`config.mk`:
```
export PLATFORM = sky130hd
export DESIGN_NAME = gray_conv_arbiter_flat
export DESIGN_NICKNAME = d
export VERILOG_FILES = /design/src/rtl/gray_conv_arbiter_if.sv /design/src/rtl/gray_conv_arbiter.sv /design/src/flat_wrapper.sv
export SDC_FILE = /design/constraint.sdc
export NUM_CORES = 1
export LEC_CHECK = 0
export ABC_AREA = 1
export BUFFER_PORTS_ARGS = -buffer_cell sky130_fd_sc_hd__buf_2
export CAP_MARGIN = 20
export CORE_ASPECT_RATIO = 1.4
export CORE_MARGIN = 4
export CORE_UTILIZATION = 40
export DETAILED_ROUTE_END_ITERATION = 6
export PLACE_DENSITY = 0.66
export SLEW_MARGIN = 20
export SYNTH_ARGS = -nofsm -noshare
export SYNTH_HDL_FRONTEND = slang
export SYNTH_SLANG_ARGS = --single-unit
```
`constraint.sdc`:
```
create_clock -name clk -period 2 [get_ports clk]
set_input_delay 0 -clock clk [delete_from_list [all_inputs] [get_ports clk]]
set_output_delay 0 -clock clk [all_outputs]
set_load 0.05 [all_outputs]
```
`src/rtl/gray_conv_arbiter_if.sv`:
```
// rtl/gray_conv_arbiter_if.sv - request and result handshake bundle for gray_conv_arbiter
interface gray_conv_arbiter_if #(
  parameter int WIDTH = 4
);
  logic [3:0]         req_valid;
  logic [4*WIDTH-1:0] req_bin;
  logic [3:0]         req_ready;
  logic               out_valid;
  logic               out_ready;
  logic [WIDTH-1:0]   out_gray;
  logic [WIDTH-1:0]   out_bin;
  logic [1:0]         out_id;

  modport master (
    output req_valid, req_bin, out_ready,
    input  req_ready, out_valid, out_gray, out_bin, out_id
  );

  modport slave (
    input  req_valid, req_bin, out_ready,
    output req_ready, out_valid, out_gray, out_bin, out_id
  );
endinterface

```
`src/rtl/gray_conv_arbiter.sv`:
```
// rtl/gray_conv_arbiter.sv - four-way round-robin arbiter feeding one binary-to-Gray stage
module gray_conv_arbiter #(
  parameter int WIDTH = 4
) (
  input  logic                 clk,
  input  logic                 rst,
  gray_conv_arbiter_if.slave   bus
);
  logic             out_valid_q, out_valid_d;
  logic [WIDTH-1:0] out_gray_q, out_gray_d;
  logic [WIDTH-1:0] out_bin_q, out_bin_d;
  logic [1:0]       out_id_q, out_id_d;
  logic [1:0]       rr_ptr_q, rr_ptr_d;

  logic             can_accept;
  logic             grant_found;
  logic [1:0]       grant_idx;
  logic [1:0]       probe_idx;
  logic [WIDTH-1:0] sel_bin;
  logic             accept;

  assign can_accept = !out_valid_q || bus.out_ready;

  // First set req_valid bit at or after rr_ptr, wrapping mod 4.
  always_comb begin
    grant_found = 1'b0;
    grant_idx   = 2'd0;
    probe_idx   = 2'd0;
    for (int k = 0; k < 4; k++) begin
      probe_idx = rr_ptr_q + 2'(k);
      if (!grant_found && bus.req_valid[probe_idx]) begin
        grant_found = 1'b1;
        grant_idx   = probe_idx;
      end
    end
  end

  assign accept        = !rst && can_accept && grant_found;
  assign bus.req_ready = accept ? (4'b0001 << grant_idx) : 4'b0000;
  assign sel_bin       = bus.req_bin[grant_idx*WIDTH +: WIDTH];

  always_comb begin
    out_valid_d = out_valid_q;
    out_gray_d  = out_gray_q;
    out_bin_d   = out_bin_q;
    out_id_d    = out_id_q;
    rr_ptr_d    = rr_ptr_q;
    if (accept) begin
      out_valid_d = 1'b1;
      out_gray_d  = sel_bin ^ (sel_bin >> 1);
      out_bin_d   = sel_bin;
      out_id_d    = grant_idx;
      rr_ptr_d    = grant_idx + 2'd1;
    end else if (out_valid_q && bus.out_ready) begin
      out_valid_d = 1'b0;
    end
  end

  always_ff @(posedge clk) begin
    if (rst) begin
      out_valid_q <= 1'b0;
      out_gray_q  <= '0;
      out_bin_q   <= '0;
      out_id_q    <= 2'd0;
      rr_ptr_q    <= 2'd0;
    end else begin
      out_valid_q <= out_valid_d;
      out_gray_q  <= out_gray_d;
      out_bin_q   <= out_bin_d;
      out_id_q    <= out_id_d;
      rr_ptr_q    <= rr_ptr_d;
    end
  end

  assign bus.out_valid = out_valid_q;
  assign bus.out_gray  = out_gray_q;
  assign bus.out_bin   = out_bin_q;
  assign bus.out_id    = out_id_q;
endmodule

```
`src/flat_wrapper.sv`:
```
// flat-port wrapper written by rule: the top's interface ports become plain ports
module gray_conv_arbiter_flat 
#(
  parameter int WIDTH = 4
)
  (clk, rst, bus_req_valid, bus_req_bin, bus_out_ready, bus_req_ready, bus_out_valid, bus_out_gray, bus_out_bin, bus_out_id);
  gray_conv_arbiter_if #(.WIDTH(WIDTH)) bus_i ();
  input  logic clk;
  input  logic rst;
  input wire logic [$bits(bus_i.req_valid)-1:0] bus_req_valid;
  input wire logic [$bits(bus_i.req_bin)-1:0] bus_req_bin;
  input wire logic [$bits(bus_i.out_ready)-1:0] bus_out_ready;
  output wire logic [$bits(bus_i.req_ready)-1:0] bus_req_ready;
  output wire logic [$bits(bus_i.out_valid)-1:0] bus_out_valid;
  output wire logic [$bits(bus_i.out_gray)-1:0] bus_out_gray;
  output wire logic [$bits(bus_i.out_bin)-1:0] bus_out_bin;
  output wire logic [$bits(bus_i.out_id)-1:0] bus_out_id;
  assign bus_i.req_valid = bus_req_valid;
  assign bus_i.req_bin = bus_req_bin;
  assign bus_i.out_ready = bus_out_ready;
  assign bus_req_ready = bus_i.req_ready;
  assign bus_out_valid = bus_i.out_valid;
  assign bus_out_gray = bus_i.out_gray;
  assign bus_out_bin = bus_i.out_bin;
  assign bus_out_id = bus_i.out_id;
  gray_conv_arbiter #(.WIDTH(WIDTH)) u_core (.clk(clk), .rst(rst), .bus(bus_i));
endmodule
```
==> results of run 1 <==
[sequential cells by signal, summed over array words and instances (netlist names)]
| name | cells |
|---|---|
| u_core.bus.out_valid | 1 |
| u_core.rr_ptr_q | 2 |
| u_core.bus.out_id | 2 |
| u_core.bus.out_bin | 3 |
| u_core.bus.out_gray | 4 |
[cells in the final DEF, fill, tap and decap left out]
master          n
nand2_1        47
buf_2          33
inv_1          23
nand2_2        19
nand3_1        14
buf_4          13
nand2_4        12
nand3_2        12
dfxtp_1        11
nand4_1         9
inv_2           7
buf_6           7
nand3_4         5
o21ai_0         4
a21oi_1         4
clkbuf_8        4
nor2_2          3
ha_2            3
nor2_4          2
o21ai_1         2
buf_8           2
inv_6           1
inv_4           1
clkinv_4        1
nor2_1          1
and2_4          1
ha_1            1
dlygate4sd3_1   1
dfxtp_4         1
[cell families (layout without fill, tap and decap cells)]
kind of cell / after synthesis / after routing / share of synthesized area
and+or+nand+nor: 125 / 125 / 0.5785
buffers and inverters: 39 / 93 / 0.1511
DFF: 12 / 12 / 0.1909
AOI/OAI and AO/OA: 10 / 10 / 0.03976
adders and majority gates: 4 / 4 / 0.03976
[metal layers]
| metal | routed length [um] | share of wire | vias up | track usage |
|---|---|---|---|---|
| met3 | 97 | 0.029 | 9 | 0.02778 |
| met2 | 1866 | 0.56 | 26 | 0.3250 |
| met1 | 1302 | 0.39 | 604 | 0.1674 |
| met5 | 0 | 0 | - | 0 |
| li1 | - | - | 709 | - |
| met4 | 92 | 0.027 | 0 | 0.06757 |
[worst paths after layout]
check                                             end  cells after the start                           startpoint
hold / removal      u_core.bus.out_valid$_SDFFE_PP0P_                      4                        bus_out_ready
setup / recovery                     bus_req_ready[1]                     11      u_core.rr_ptr_q[0]$_SDFFE_PP0P_
setup reg to reg  u_core.bus.out_gray[2]$_SDFFE_PP0P_                     14      u_core.rr_ptr_q[0]$_SDFFE_PP0P_
hold reg to reg   u_core.bus.out_gray[0]$_SDFFE_PP0P_                      2  u_core.bus.out_gray[0]$_SDFFE_PP0P_
[cells in the mapped netlist (5+ instances only)]
cell type,number
dfxtp_1,12
nand4_1,9
nand2_1,56
nor2_1,5
inv_2,5
nand3_2,9
nand2_4,7
nand3_1,18
inv_1,26
nand2_2,15
[stage by stage]
step | setup WS, ns | std cells
detailed placement | 0.05129 | 267
floorplan | 0.1360 | 190
finish | -0.03006 | 281
global route | -0.1087 | 281
global placement | 0.1042 | 267
CTS | -0.002405 | 277
[timing repair]
item / CTS / global route
endpoints found under the setup margin: 4 / 12
pin swaps: 2 / 6
cloned: 0 / 0
resized for setup: 11 / 36
hold endpoints to repair: 1 / 0
hold buffers: 1 / 0
setup buffers: 5 / 4
[area by class of cell]
class,instances,share of cell area
multi-input combinational,139,0.5175
timing repair buffer,56,0.2133
sequential,12,0.1364
inverter,33,0.07622
clock buffer,4,0.03077
tap,37,0.02587
[critical path, stage by stage (launching register included)]
cell and delay, ns:
dfxtp_4 0.38, buf_8 0.14, nand2_2 0.07, nand3_2 0.12
nand2_4 0.07, nor2_4 0.18, nand4_1 0.17, nand2_4 0.15
ha_2 0.19, inv_1 0.05, nor2_2 0.10, buf_6 0.16
==> flow_metrics.env, run 1 <==
export IMPL_multi_input_area_um2=925.9
export IMPL_maxCapViolCount=0
export IMPL_setup_ws_ns=-0.03006
export IMPL_synthTopCellsByArea="dfxtp_1, nand2_1, inv_1"
export IMPL_antenna_cells=0
export IMPL_final_hold_violation_count=0
export IMPL_hpwlAfterDp_um=2528
export IMPL_async_reset_ff_frac=0
export IMPL_pin_count=38
export IMPL_root_buffer="clkbuf_8"
export IMPL_timing_fmax_mhz=492.6
export IMPL_synth_area_um2=1259
export IMPL_fillers=308
export IMPL_grt_max_degree=16
export IMPL_cp_max_fo=7
export IMPL_placed_cell_area_um2=1506
export IMPL_wire_per_inst_um=11.95
export IMPL_fp_row_count=23
export IMPL_tns_ns=-0.04194
export IMPL_grt_usage=0.1631
export IMPL_fin_skew_ns=0.003020
export IMPL_arrival_ns=2.03
export IMPL_final_area_um2=1789
export IMPL_violations="setup timing"
export IMPL_finalMaxSlewViolations=0
export IMPL_ys_seq_area_frac=0.1909
export IMPL_period_needed_ns=2.030
export IMPL_cts_made_buffers=3
export IMPL_ff2ff_setup_slack_ns=0.01
export IMPL_cts_buffer_depth=2
export IMPL_syn_to_final_growth_pct=42.15
export IMPL_final_net_count=272
export IMPL_clkTransAtPathRegs_ns=0.05
export IMPL_synth_fp_nets=217
export IMPL_fin_util=0.6095
export IMPL_routed_via_density=4.797
export IMPL_die_h_um=74.38
export IMPL_drtIter0Drc=44
export IMPL_insertion_delay_ns=0.24
export IMPL_drive_above_1_share=0.5205
export IMPL_yosysTopAreaCell="dfxtp_1"
export IMPL_portBuffers=37
export IMPL_status="finished, violations left"
export IMPL_ys_warn_count=0
export IMPL_crit_path_end_kind="output port"
export IMPL_gp_congestion=0.8237
export IMPL_tightest_slew_ns=0.3854
export IMPL_grt_pass1_wl_um=5471
export IMPL_synth_top_area_share=0.1909
export IMPL_synth_seq_cells=12
export IMPL_drtPass1Iterations=4
export IMPL_rsz0062_at_grt="yes"
export IMPL_core_region_area_um2=2935
export IMPL_initial_utilization=0.4288
export IMPL_htree_num_levels=1
export IMPL_slew_headroom=0.7428
export IMPL_vias=1348
export IMPL_die_area_um2=4121
export IMPL_drc_errors=0
export IMPL_routed_wl_um=3358
export IMPL_die_x_um=55.41
export IMPL_final_seq_area_um2=244.0
export IMPL_cts_tree="built"
export IMPL_criticalPathCategory="reg2out"
export IMPL_drtAntennaViolNets=0
export IMPL_setup_viol=2
export IMPL_fin_hold_ws_ns=0.1327
export IMPL_grt_pass1_vias=1346
export IMPL_antenna_found_initial=0
export IMPL_timing_final_crit_share=1.015
export IMPL_critical_path_required_ns=2.00
export IMPL_cts_sinks=12
export IMPL_grt_overflow_total=0
export IMPL_hold_class="in2reg"
export IMPL_synth_cells=190
export IMPL_cp_start_kind="flip-flop"
export IMPL_synth_ff_type="dfxtp_1"
export IMPL_synth_cell_types=22
export IMPL_syn_area_per_cell_um2=6.625
export IMPL_synth_edf_count=0
Power of run 1 is left out: the tool's default activity adds up to more than one toggle a clock period on the data nets, which glitch-free logic cannot reach.
==> run 2: changes to the inputs <==
--- a/config.mk
+++ b/config.mk
@@ -13,6 +13,7 @@
 export CORE_UTILIZATION = 40
 export DETAILED_ROUTE_END_ITERATION = 6
 export PLACE_DENSITY = 0.66
+export RECOVER_POWER = 100
 export SLEW_MARGIN = 20
 export SYNTH_ARGS = -nofsm -noshare
 export SYNTH_HDL_FRONTEND = slang
==> flow_metrics.env, run 2 (synthesized netlist as in run 1, its figures left out) <==
export IMPL_criticalPathCategory="reg2out"
export IMPL_antenna_found_initial=0
export IMPL_hpwlAfterDp_um=2528
export IMPL_fin_util=0.6049
export IMPL_hold_class="in2reg"
export IMPL_drc_errors=0
export IMPL_largest_register_ffs=4
export IMPL_vias=1352
export IMPL_die_area_um2=4121
export IMPL_wire_per_inst_um=11.90
export IMPL_setup_viol=2
export IMPL_setup_ws_ns=-0.02987
export IMPL_crit_path_end_kind="output port"
export IMPL_die_x_um=55.41
export IMPL_tightest_slew_ns=0.6011
export IMPL_finalMaxSlewViolations=0
export IMPL_insertion_delay_ns=0.24
export IMPL_cts_tree="built"
export IMPL_cts_buffer_depth=2
export IMPL_die_h_um=74.38
export IMPL_htree_num_levels=1
export IMPL_final_hold_violation_count=0
export IMPL_grt_usage=0.1631
export IMPL_antenna_cells=0
export IMPL_routed_via_density=4.811
export IMPL_initial_utilization=0.4288
export IMPL_gp_congestion=0.8237
export IMPL_cts_sinks=12
export IMPL_status="finished, violations left"
export IMPL_period_needed_ns=2.030
export IMPL_portBuffers=37
export IMPL_drtAntennaViolNets=0
export IMPL_cp_start_kind="flip-flop"
export IMPL_slew_headroom=0.6010
export IMPL_syn_to_final_growth_pct=41.05
export IMPL_final_common_cell="nand2_1"
export IMPL_arrival_ns=2.03
export IMPL_maxCapViolCount=0
export IMPL_grt_pass1_wl_um=5471
export IMPL_fin_hold_ws_ns=0.1325
export IMPL_grt_pass1_vias=1346
export IMPL_cts_made_buffers=3
export IMPL_drtIter0Drc=44
export IMPL_final_net_count=272
export IMPL_final_seq_area_um2=244.0
export IMPL_violations="setup timing"
export IMPL_fp_row_count=23
export IMPL_fin_skew_ns=0.003310
export IMPL_routed_wl_um=3344
export IMPL_cp_max_fo=7
export IMPL_pin_count=38
export IMPL_final_cell_mix="nand2_1, inv_1, buf_2"
export IMPL_grt_max_degree=16
export IMPL_core_region_area_um2=2935
export IMPL_multi_input_area_um2=925.9
export IMPL_drtPass1Iterations=4
export IMPL_clkTransAtPathRegs_ns=0.05
export IMPL_tns_ns=-0.04157
export IMPL_critical_path_required_ns=2.00
export IMPL_rsz0062_at_grt="yes"
export IMPL_drive_above_1_share=0.4754
export IMPL_fillers=315
export IMPL_root_buffer="clkbuf_8"
export IMPL_timing_final_crit_share=1.015
export IMPL_timing_fmax_mhz=492.6
export IMPL_grt_overflow_total=0
run 2: timing repair:
| item | CTS | global route |
|---|---|---|
| gates resized for setup | 11 | 36 |
| setup endpoints to repair | 4 | 12 |
| endpoints found under the hold margin | 1 | 0 |
| pin swaps | 2 | 6 |
| hold buffers | 1 | 0 |
| buffers inserted | 5 | 4 |
run 2: per-stage QoR:
step / cell area [um^2] / instances / worst slack, ns
3_5_place_dp: 1506 / 267 / 0.05129
2_1_floorplan: 1269 / 190 / 0.1360
3_3_place_gp: 1506 / 267 / 0.1042
6_report: 1775 / 281 / -0.02987
5_1_grt: 1775 / 281 / -0.1087
4_1_cts: 1642 / 277 / -0.002405
run 2: worst paths after layout:
kind / slack (ns) / cells past startpoint / to / from
max: -0.03 / 11 / bus_req_ready[1] / u_core.rr_ptr_q[0]$_SDFFE_PP0P_
min: 0.13 / 4 / u_core.bus.out_valid$_SDFFE_PP0P_ / bus_out_ready
max reg2reg: 0.01 / 14 / u_core.bus.out_gray[2]$_SDFFE_PP0P_ / u_core.rr_ptr_q[0]$_SDFFE_PP0P_
min reg2reg: 0.47 / 2 / u_core.bus.out_gray[0]$_SDFFE_PP0P_ / u_core.bus.out_gray[0]$_SDFFE_PP0P_
run 2: final cells by class:
| cell class | count | share of cell area |
|---|---|---|
| multi-input combinational | 139 | 0.5215 |
| clock buffer | 4 | 0.03101 |
| sequential | 12 | 0.1374 |
| timing repair buffer | 56 | 0.2072 |
| tap | 37 | 0.02607 |
| inverter | 33 | 0.07681 |
run 2: layer usage:
metal | part of all wire | vias up | global-route usage
li1 | - | 710 | -
met1 | 0.38 | 606 | 0.1674
met2 | 0.56 | 26 | 0.3250
met3 | 0.031 | 10 | 0.02778
met4 | 0.028 | 0 | 0.06757
met5 | 0 | - | 0
run 2: worst max-delay path: stages (launching register included):
cell and delay, ns:
dfxtp_4 0.38, buf_8 0.14, nand2_2 0.07, nand3_2 0.12, nand2_4 0.07, nor2_4 0.18, nand4_1 0.17, nand2_4 0.15
ha_2 0.19, inv_1 0.05, nor2_2 0.10, buf_6 0.16
Power of run 2 is left out for the same reason.
==> run 3: changes to the inputs <==
--- a/config.mk
+++ b/config.mk
@@ -10,9 +10,9 @@
 export CAP_MARGIN = 20
 export CORE_ASPECT_RATIO = 1.4
 export CORE_MARGIN = 4
-export CORE_UTILIZATION = 40
+export CORE_UTILIZATION = 39
 export DETAILED_ROUTE_END_ITERATION = 6
-export PLACE_DENSITY = 0.66
+export PLACE_DENSITY = 0.64
 export RECOVER_POWER = 100
 export SLEW_MARGIN = 20
 export SYNTH_ARGS = -nofsm -noshare
==> flow_metrics.env, run 3 (synthesized netlist as in run 1, its figures left out) <==
export IMPL_grt_overflow_total=0
export IMPL_arrival_ns=2.01
export IMPL_antenna_cells=0
export IMPL_slowest_stage="dfxtp_4"
export IMPL_period_needed_ns=2.006
export IMPL_fillers=313
export IMPL_drive_above_1_share=0.5080
export IMPL_violations="setup timing"
export IMPL_slew_headroom=0.6046
export IMPL_cpPeakStageDelay_ns=0.39
export IMPL_root_buffer="clkbuf_8"
export IMPL_critical_path_required_ns=2.00
export IMPL_status="finished, violations left"
export IMPL_ff2ff_setup_slack_ns=0.03
export IMPL_die_h_um=75.22
export IMPL_drtPass1Iterations=4
export IMPL_rsz0062_at_grt="yes"
export IMPL_grt_usage=0.1695
export IMPL_cp_start_kind="flip-flop"
export IMPL_setup_viol=1
export IMPL_core_region_area_um2=3123
export IMPL_final_common_cell="nand2_1"
export IMPL_pin_count=38
export IMPL_hold_class="in2reg"
export IMPL_wire_per_inst_um=12.41
export IMPL_portBuffers=37
export IMPL_final_net_count=278
export IMPL_finalMaxSlewViolations=0
export IMPL_grt_max_degree=18
export IMPL_insertion_delay_ns=0.24
export IMPL_path_delay_family="simple AND/OR/NAND/NOR gates"
export IMPL_worstPathCellList="buf_6 > nand2_1 > nand2_2 > buf_4 > nand2_1 > o21ai_2 > nand3_2 > nand3_2 > nand2_4 > inv_6 > ha_2 > inv_1 > nor2_2 > buf_6"
export IMPL_criticalPathCategory="reg2out"
export IMPL_maxCapViolCount=0
export IMPL_drtAntennaViolNets=0
export IMPL_final_hold_violation_count=0
export IMPL_clkTransAtPathRegs_ns=0.05
export IMPL_routed_via_density=4.837
export IMPL_cp_max_fo=5
export IMPL_cp_num_buf_inv=5
export IMPL_cts_made_buffers=3
export IMPL_syn_to_final_growth_pct=48.41
export IMPL_htree_num_levels=1
export IMPL_drtIter0Drc=69
export IMPL_grt_pass1_wl_um=5651
export IMPL_fp_row_count=24
export IMPL_fin_hold_ws_ns=0.1148
export IMPL_antenna_found_initial=0
export IMPL_timing_final_crit_share=1.003
export IMPL_cts_buffer_depth=2
export IMPL_vias=1398
export IMPL_gp_congestion=0.8066
export IMPL_cts_tree="built"
export IMPL_timing_fmax_mhz=498.6
export IMPL_setup_ws_ns=-0.005790
export IMPL_crit_path_end_kind="output port"
export IMPL_die_x_um=56.02
export IMPL_cts_sinks=12
export IMPL_drc_errors=0
export IMPL_hpwlAfterDp_um=2547
export IMPL_routed_wl_um=3586
export IMPL_initial_utilization=0.4030
export IMPL_final_cell_mix="nand2_1, inv_1, buf_2"
export IMPL_grt_pass1_vias=1310
export IMPL_largest_register_ffs=4
export IMPL_fin_skew_ns=0.001806
export IMPL_tightest_slew_ns=0.5957
export IMPL_die_area_um2=4213
## run 3: final timing paths
path	startpoint	endpoint	depth (start not counted)
max	u_core.rr_ptr_q[0]$_SDFFE_PP0P_	bus_req_ready[3]	14
min	bus_out_ready	u_core.bus.out_valid$_SDFFE_PP0P_	4
min reg2reg	u_core.bus.out_id[0]$_SDFFE_PP0P_	u_core.bus.out_id[0]$_SDFFE_PP0P_	2
max reg2reg	u_core.rr_ptr_q[0]$_SDFFE_PP0P_	u_core.bus.out_gray[2]$_SDFFE_PP0P_	14
## run 3: layer usage
metal,GRT usage,vias up,share of wire
li1,-,716,-
met1,0.1732,639,0.36
met2,0.3355,30,0.56
met3,0.02230,13,0.037
met4,0.08707,0,0.042
met5,0,-,0
## run 3: cell type report
type | instances | area (um^2) | share of cell area
Sequential cell | 12 | 245.2 | 0.1313
Inverter | 33 | 138.9 | 0.07435
Timing Repair Buffer | 62 | 409.1 | 0.2190
Clock buffer | 4 | 55.05 | 0.02947
Tap cell | 39 | 48.80 | 0.02612
Multi-Input combinational cell | 139 | 970.9 | 0.5198
## run 3: what timing repair did
item / in CTS / in global routing
hold buffers: 1 / 0
endpoints found under the setup margin: 4 / 11
gates cloned: 0 / 1
endpoints found under the hold margin: 1 / 0
gates resized for setup: 14 / 43
pin swaps: 3 / 15
buffers inserted: 4 / 12
## run 3: through the flow
stage | setup TNS (ns) | instances | instance area, um^2 | worst slack [ns] | util
5_1_grt | -1.040 | 289 | 1868 | -0.1519 | 0.5982
3_5_place_dp | 0 | 267 | 1494 | 0.02660 | 0.4784
2_1_floorplan | 0 | 190 | 1269 | 0.1360 | -
4_1_cts | -0.01309 | 276 | 1632 | -0.01309 | 0.5224
6_report | -0.005790 | 289 | 1868 | -0.005790 | 0.5982
3_3_place_gp | 0 | 267 | 1494 | 0.04258 | 0.4784
## run 3: worst register-to-register path: stages (launching register included)
cell	delay (ns)
dfxtp_4	0.39
buf_6	0.14
nand2_4	0.07
nand3_4	0.10
nand2_4	0.06
nor2_4	0.17
nand4_1	0.16
nand2_4	0.19
inv_6	0.05
buf_4	0.15
nand3_2	0.08
and2_4	0.15
nand3_2	0.06
nand2_2	0.07
inv_1	0.03
Power of run 3 is left out for the same reason.
